**src/rtl/if_id_decode_stage_pkg.sv**
```systemverilog
// Shared encodings for the fetch/decode boundary.
// Opcodes, extender selects, result/ALU selects and the bubble word.
package if_id_decode_stage_pkg;

   localparam logic [6:0] OP_LOAD   = 7'b0000011;
   localparam logic [6:0] OP_STORE  = 7'b0100011;
   localparam logic [6:0] OP_R      = 7'b0110011;
   localparam logic [6:0] OP_I      = 7'b0010011;
   localparam logic [6:0] OP_BRANCH = 7'b1100011;
   localparam logic [6:0] OP_JAL    = 7'b1101111;
   localparam logic [6:0] OP_JALR   = 7'b1100111;
   localparam logic [6:0] OP_LUI    = 7'b0110111;
   localparam logic [6:0] OP_AUIPC  = 7'b0010111;

   localparam logic [2:0] IMM_I = 3'b000;
   localparam logic [2:0] IMM_S = 3'b001;
   localparam logic [2:0] IMM_B = 3'b010;
   localparam logic [2:0] IMM_J = 3'b011;
   localparam logic [2:0] IMM_U = 3'b100;

   localparam logic [1:0] RESULT_ALU = 2'b00;
   localparam logic [1:0] RESULT_MEM = 2'b01;
   localparam logic [1:0] RESULT_PC4 = 2'b10;

   localparam logic [1:0] ALUOP_ADD   = 2'b00;
   localparam logic [1:0] ALUOP_SUB   = 2'b01;
   localparam logic [1:0] ALUOP_FUNCT = 2'b10;

   localparam logic [1:0] ASRC_RS1  = 2'b00;
   localparam logic [1:0] ASRC_PC   = 2'b01;
   localparam logic [1:0] ASRC_ZERO = 2'b10;

   localparam logic [31:0] NOP_INSTR = 32'h0000_0013;

   typedef struct packed {
      logic [2:0] immsrc;
      logic       regwrite;
      logic [1:0] resultsrc;
      logic       memwrite;
      logic       branch;
      logic       jump;
      logic       jalr;
      logic       alusrc;
      logic [1:0] alusrca;
      logic [1:0] aluop;
      logic       known;
   } ctrl_t;

endpackage

```
**src/rtl/if_id_decode_stage_main_decoder.sv**
```systemverilog
// Main decoder: opcode to raw control bundle.
// Purely combinational; validity gating happens in the stage.
module if_id_decode_stage_main_decoder
   import if_id_decode_stage_pkg::*;
(
   input  logic [6:0] opcode_i,
   output ctrl_t      ctrl_o
);

   always_comb begin
      ctrl_o = '0;
      ctrl_o.known = 1'b1;
      case (opcode_i)
         OP_LOAD: begin
            ctrl_o.regwrite  = 1'b1;
            ctrl_o.resultsrc = RESULT_MEM;
            ctrl_o.alusrc    = 1'b1;
         end
         OP_STORE: begin
            ctrl_o.immsrc   = IMM_S;
            ctrl_o.memwrite = 1'b1;
            ctrl_o.alusrc   = 1'b1;
         end
         OP_R: begin
            ctrl_o.regwrite = 1'b1;
            ctrl_o.aluop    = ALUOP_FUNCT;
         end
         OP_I: begin
            ctrl_o.regwrite = 1'b1;
            ctrl_o.alusrc   = 1'b1;
            ctrl_o.aluop    = ALUOP_FUNCT;
         end
         OP_BRANCH: begin
            ctrl_o.immsrc = IMM_B;
            ctrl_o.branch = 1'b1;
            ctrl_o.aluop  = ALUOP_SUB;
         end
         OP_JAL: begin
            ctrl_o.immsrc    = IMM_J;
            ctrl_o.regwrite  = 1'b1;
            ctrl_o.jump      = 1'b1;
            ctrl_o.resultsrc = RESULT_PC4;
         end
         OP_JALR: begin
            ctrl_o.regwrite  = 1'b1;
            ctrl_o.jump      = 1'b1;
            ctrl_o.jalr      = 1'b1;
            ctrl_o.alusrc    = 1'b1;
            ctrl_o.resultsrc = RESULT_PC4;
         end
         OP_LUI: begin
            ctrl_o.immsrc   = IMM_U;
            ctrl_o.regwrite = 1'b1;
            ctrl_o.alusrc   = 1'b1;
            ctrl_o.alusrca  = ASRC_ZERO;
         end
         OP_AUIPC: begin
            ctrl_o.immsrc   = IMM_U;
            ctrl_o.regwrite = 1'b1;
            ctrl_o.alusrc   = 1'b1;
            ctrl_o.alusrca  = ASRC_PC;
         end
         default: ctrl_o.known = 1'b0;
      endcase
   end

endmodule

```
**src/rtl/if_id_decode_stage.sv**
```systemverilog
// IF/ID pipeline register with stall/flush plus D-stage decode.
// Architectural side effects are gated off for bubbles and illegal slots.
module if_id_decode_stage
   import if_id_decode_stage_pkg::*;
#(
   parameter int unsigned XLEN = 32,
   parameter logic [31:0] NOP  = NOP_INSTR
) (
   input  logic            clk,
   input  logic            reset,
   input  logic [31:0]     instrF,
   input  logic [XLEN-1:0] pcF,
   input  logic [XLEN-1:0] pcplus4F,
   input  logic            validF,
   input  logic            stallD,
   input  logic            flushD,
   output logic [31:0]     instrD,
   output logic [XLEN-1:0] pcD,
   output logic [XLEN-1:0] pcplus4D,
   output logic            validD,
   output logic [2:0]      immsrcD,
   output logic            regwriteD,
   output logic [1:0]      resultsrcD,
   output logic            memwriteD,
   output logic            branchD,
   output logic            jumpD,
   output logic            jalrD,
   output logic            alusrcD,
   output logic [1:0]      alusrcaD,
   output logic [1:0]      aluopD,
   output logic [4:0]      rs1D,
   output logic [4:0]      rs2D,
   output logic [4:0]      rdD,
   output logic            illegalD,
   output logic            illegal_seen
);

   logic [31:0]     instr_q;
   logic [XLEN-1:0] pc_q, pcp4_q;
   logic            valid_q, seen_q;
   logic            seen_d, live;
   ctrl_t           ctrl;

   always_ff @(posedge clk) begin
      if (reset || flushD) begin
         instr_q <= NOP;
         pc_q    <= '0;
         pcp4_q  <= '0;
         valid_q <= 1'b0;
      end else if (!stallD) begin
         instr_q <= instrF;
         pc_q    <= pcF;
         pcp4_q  <= pcplus4F;
         valid_q <= validF;
      end
   end

   // Sticky flag ignores stall/flush; only reset clears it.
   assign seen_d = seen_q | illegalD;

   always_ff @(posedge clk) begin
      if (reset) seen_q <= 1'b0;
      else       seen_q <= seen_d;
   end

   if_id_decode_stage_main_decoder u_dec (
      .opcode_i (instr_q[6:0]),
      .ctrl_o   (ctrl)
   );

   assign illegalD = valid_q & ~ctrl.known;
   assign live     = valid_q & ~illegalD;

   assign instrD       = instr_q;
   assign pcD          = pc_q;
   assign pcplus4D     = pcp4_q;
   assign validD       = valid_q;
   assign illegal_seen = seen_q;

   assign immsrcD    = ctrl.immsrc;
   assign resultsrcD = ctrl.resultsrc;
   assign alusrcD    = ctrl.alusrc;
   assign alusrcaD   = ctrl.alusrca;
   assign aluopD     = ctrl.aluop;
   assign regwriteD  = ctrl.regwrite & live;
   assign memwriteD  = ctrl.memwrite & live;
   assign branchD    = ctrl.branch & live;
   assign jumpD      = ctrl.jump & live;
   assign jalrD      = ctrl.jalr & live;

   assign rs1D = instr_q[19:15];
   assign rs2D = instr_q[24:20];
   assign rdD  = instr_q[11:7];

endmodule

```
**config.mk**
```make
export PLATFORM = sky130hd
export DESIGN_NAME = if_id_decode_stage
export DESIGN_NICKNAME = d
export VERILOG_FILES = /design/src/rtl/if_id_decode_stage_pkg.sv /design/src/rtl/if_id_decode_stage_main_decoder.sv /design/src/rtl/if_id_decode_stage.sv
export SDC_FILE = /design/constraint.sdc
export NUM_CORES = 1
export LEC_CHECK = 0
export CORE_MARGIN = 2
export CORE_UTILIZATION = 35
export CTS_BUF_LIST = sky130_fd_sc_hd__clkbuf_8
export DETAILED_ROUTE_END_ITERATION = 7
export PLACE_DENSITY = 0.72
export SLEW_MARGIN = 10
export SYNTH_ARGS = -nofsm -noshare
export SYNTH_HDL_FRONTEND = slang
export SYNTH_SLANG_ARGS = --single-unit
```
**constraint.sdc**
```tcl
create_clock -name clk -period 1.7 [get_ports clk]
set_input_delay 0.51 -clock clk [delete_from_list [all_inputs] [get_ports clk]]
set_output_delay 0.51 -clock clk [all_outputs]
set_load 0.005 [all_outputs]
```
==> Flow_metrics.wiki <==
{| class="wikitable"
! Metric !! Value
|-
| Post-Route M1 WL || 4400 um
|-
| Initial DRC count || 145
|-
| Worst-margin pin slew || 397 ps
|-
| Largest net degree at the start of global routing || 53
|-
| Fraction of layout instances using a drive strength above 1 || 24.0%
|-
| Starting Density || between 30% and 40%
|-
| PnR worst setup slack || -371 ps
|-
| Crit path max fanout || 5
|-
| Vertical die dimension || 110 um
|-
| Worst Clk Skew || 11.1 ps
|-
| Setup CP Type || reg2out
|-
| Ports || 230
|-
| Final cycle utilization of the critical path || 122%
|-
| Floorplan die width || roughly 110 um
|-
| Residual DRC count || 0
|-
| Synthesized-area fraction occupied by xor and xnor cells || 0.222%
|-
| Total setup violations reported at the end of the flow || 16
|-
| CTS tree || yes
|-
| Number of nets at the end of the flow || 717
|-
| Worst path max stage delay || 380 ps
|-
| Post-synthesis simple-gate area fraction || 16.3%
|-
| Result of the run || complete, but fails checks
|-
| Main combinational cell family by area after synthesis || multiplexers
|-
| Instance count along the most critical hold path || 2
|-
| Maximum Capacitance Violations || 0
|-
| Number of synthesized flops with an enable pin || 0
|-
| Power density of the placed cells || 713 nW/um^2
|-
| FF+latch count, synth || a little under 100
|-
| Number of buffers added on ports || 229
|-
| RD Place Congestion || a little over 0.9
|-
| Static leakage || 3.36 nW
|-
| Cell depth of the worst flop-to-flop path || 5
|-
| Clock latency of the later-clocked register in the worst-skew pair || 350 ps
|-
| Count of hold buffers inserted by post-cts repair || 0
|-
| Met2 WL || 5920 um
|-
| WL/cell || 15.5 um
|-
| Post-Syn Area || between 3000 and 4000 um^2
|-
| Terminus of the critical flop-to-flop path || illegal_seen
|-
| Synthesized instance count || 377
|-
| Critical register-to-register path startpoint || instrD[2]
|-
| Complex-gate fraction of the synthesized area || 0.921%
|-
| Router iterations before antenna repair || 4
|-
| Path category of the worst min-delay check || reg2reg
|-
| Fraction of the yosys area taken by sequential cells || between 40% and 50%
|-
| Hold_sp || illegal_seen
|-
| Number of antenna repair diodes || 0
|-
| Required time of the critical path || 1190 ps
|-
| Unrepaired setup endpoints after global routing || yes
|-
| Post-DP Area || 6340 um^2
|-
| Crit end category || output pin
|-
| Core Area || between 10000 and 15000 um^2
|-
| Final-layout fill cell count || 948
|-
| Multiplexer area fraction after synthesis || 24.7%
|-
| CP arrival || 1560 ps
|-
| Clock sinks || between 90 and 100
|-
| Number of global-route vias before repair || 3507
|-
| Cell-by-cell listing of the critical path || nand3b_1, and3_4, nor4_4, buf_2
|-
| Avg Cell Area, Syn || approximately 10 um^2
|-
| Worst voltage drop across the vdd grid || 418 uV
|-
| Final wirelength || 11800 um
|-
| Count of different cell masters after synthesis || 31
|-
| Clock transition time at the flip-flop clock pins of the worst setup and hold paths || 90 ps
|-
| Nets in the synthesized netlist || 478
|-
| Deepest clock path buffer count || 2
|-
| Aggregate global-route resource usage || approximately a fifth
|-
| Detail Route met3 WL || 1290 um
|-
| R2r setup slk || around 360 ps
|-
| Kind of start point of the critical path || flop
|-
| Via count || between 3k and 4k
|-
| TritonCTS buffer count || 9
|-
| Highest Signal Layer || met4
|-
| Worst setup path startpoint || instrD[4]
|-
| Max Clk Rate || between 0.4 and 0.5 GHz
|-
| Total power draw || approximately 4.8 mW
|-
| Synthesis-to-layout area growth || 70.6%
|-
| First-pass GRT wire length || around 17000 um
|-
| H-tree levels || 3
|-
| Std cell rows || 38
|-
| Violations in the final reports || setup timing
|-
| Crit path time final || between 2000 and 2500 ps
|-
| Overflow left after global routing || 0
|-
| Post-route ant nets || 0
|-
| Sink of the worst hold path || illegal_seen
|-
| Endpoints failing hold || 0
|-
| Root buf cell || clkbuf_8
|-
| Yosys warns || 0
|-
| Normalized max-slew margin || 73.3%
|-
| Via density per instance || 4.65
|-
| Top_reg_cell synth || dfxtp_1
|-
| Adder-Cell Fraction of Synth Area || 0%
|-
| Die Footprint || 12100 um^2
|-
| Initial antenna violation count || 0
|-
| Critical-path cell with the highest stage delay || dfxtp_4
|-
| Estimated wirelength of the detail-placed design || 8450 um
|-
| Post-synth ARST share || 0%
|-
| Design Area, Final || 6720 um^2
|-
| Final Max Tran Viols || 0
|}
## power breakdown
group / internal (mW) / switching (mW)
clock network: 0.800 / 0.789
logic: 0.485 / 0.303
registers: 2.37 / 0.0442
## final cells by class
cell class              count  area [um^2]  share of cell area (%)
flip-flops and latches     98         2040                    30.3
inverters                   2         12.5                   0.186
repair buffers            269         2480                    37.0
multi-input cells         236         1800                    26.8
well taps                 140          175                    2.61
clock inverters             4         48.8                   0.726
clock buffers              12          165                    2.46
## cells in the final DEF (no fill, tap or decap), types with 3 or more instances in the layout
master | synthesis | layout
nand2_1 | 5 | 4
buf_12 | 0 | 5
dfxtp_1 | 98 | 53
buf_6 | 10 | 13
dlygate4sd2_1 | 0 | 111
nor3_4 | 0 | 3
dfxtp_4 | 0 | 7
mux2i_1 | 97 | 97
nor2_4 | 0 | 3
buf_4 | 18 | 25
nor2_1 | 100 | 96
clkdlybuf4s50_1 | 0 | 99
clkbuf_8 | 0 | 12
dfxtp_2 | 0 | 38
buf_2 | 12 | 13
## cell families (layout without fill, tap and decap cells)
kind of cell | count (synthesis) | in the layout
and+or+nand+nor | 133 | 133
DFF | 98 | 98
muxes | 97 | 97
buffers and inverters | 43 | 287
AOI/OAI and AO/OA | 5 | 5
xor gates and xnor gates | 1 | 1
## worst max-delay path: cells and delay by family, from the launching register on
kind                   cells  cell delay, ps
DFF                        1             380
and+or+nand+nor            3             670
buffers and inverters      1             160
## cells in the mapped netlist (all sizes together), types with 2 or more instances
library cell	number	area, um^2
a21oi	3	15.0
and2	2	12.5
buf	40	308
dfxtp	98	1960
mux2i	97	971
nand2	6	30.0
nand2b	3	18.8
nand3	4	20.0
nor2	100	375
nor2b	3	21.3
nor3	5	30.0
nor4	4	46.3
nor4b	2	38.8
## routing by layer
| layer | GRT usage, % | vias up |
|---|---|---|
| li1 | - | 1709 |
| met1 | 19.6 | 1659 |
| met2 | 33.0 | 157 |
| met3 | 7.47 | 17 |
| met4 | 8.23 | 0 |
| met5 | 0 | - |
## how the worst max path moves through the flow
stage / endpoint / slack (ps) / cells past startpoint
floorplan: alusrcaD[0] / 120 / 4
global placement: illegalD / -320 / 4
detailed placement: illegalD / -410 / 4
CTS: alusrcD / -360 / 4
global route: alusrcD / -440 / 4
finish: alusrcD / -370 / 4
## through the flow
| step | hold WS [ps] | TNS, ps | setup slack [ps] | instances | util, % |
|---|---|---|---|---|---|
| finish | 478 | -3790 | -371 | 761 | 61.7 |
| detailed placement | 464 | -4670 | -405 | 729 | 58.2 |
| global placement | 455 | -3690 | -319 | 729 | 58.2 |
| floorplan | 459 | 0 | 117 | 377 | - |
| CTS | 482 | -3960 | -356 | 759 | 61.1 |
| global route | 501 | -4820 | -435 | 761 | 61.7 |
## sequential cells by signal (all words and copies together) (netlist names)
signal        count
illegal_seen      1
instrD           32
pcD              32
pcplus4D         32
validD            1
## timing repair
item / in CTS / in global routing
pin swaps: 12 / 5
buffers inserted: 14 / 2
gates resized for setup: 258 / 15
endpoints found under the setup margin: 129 / 19
No activity file was read; power rests on OpenSTA's default activity.
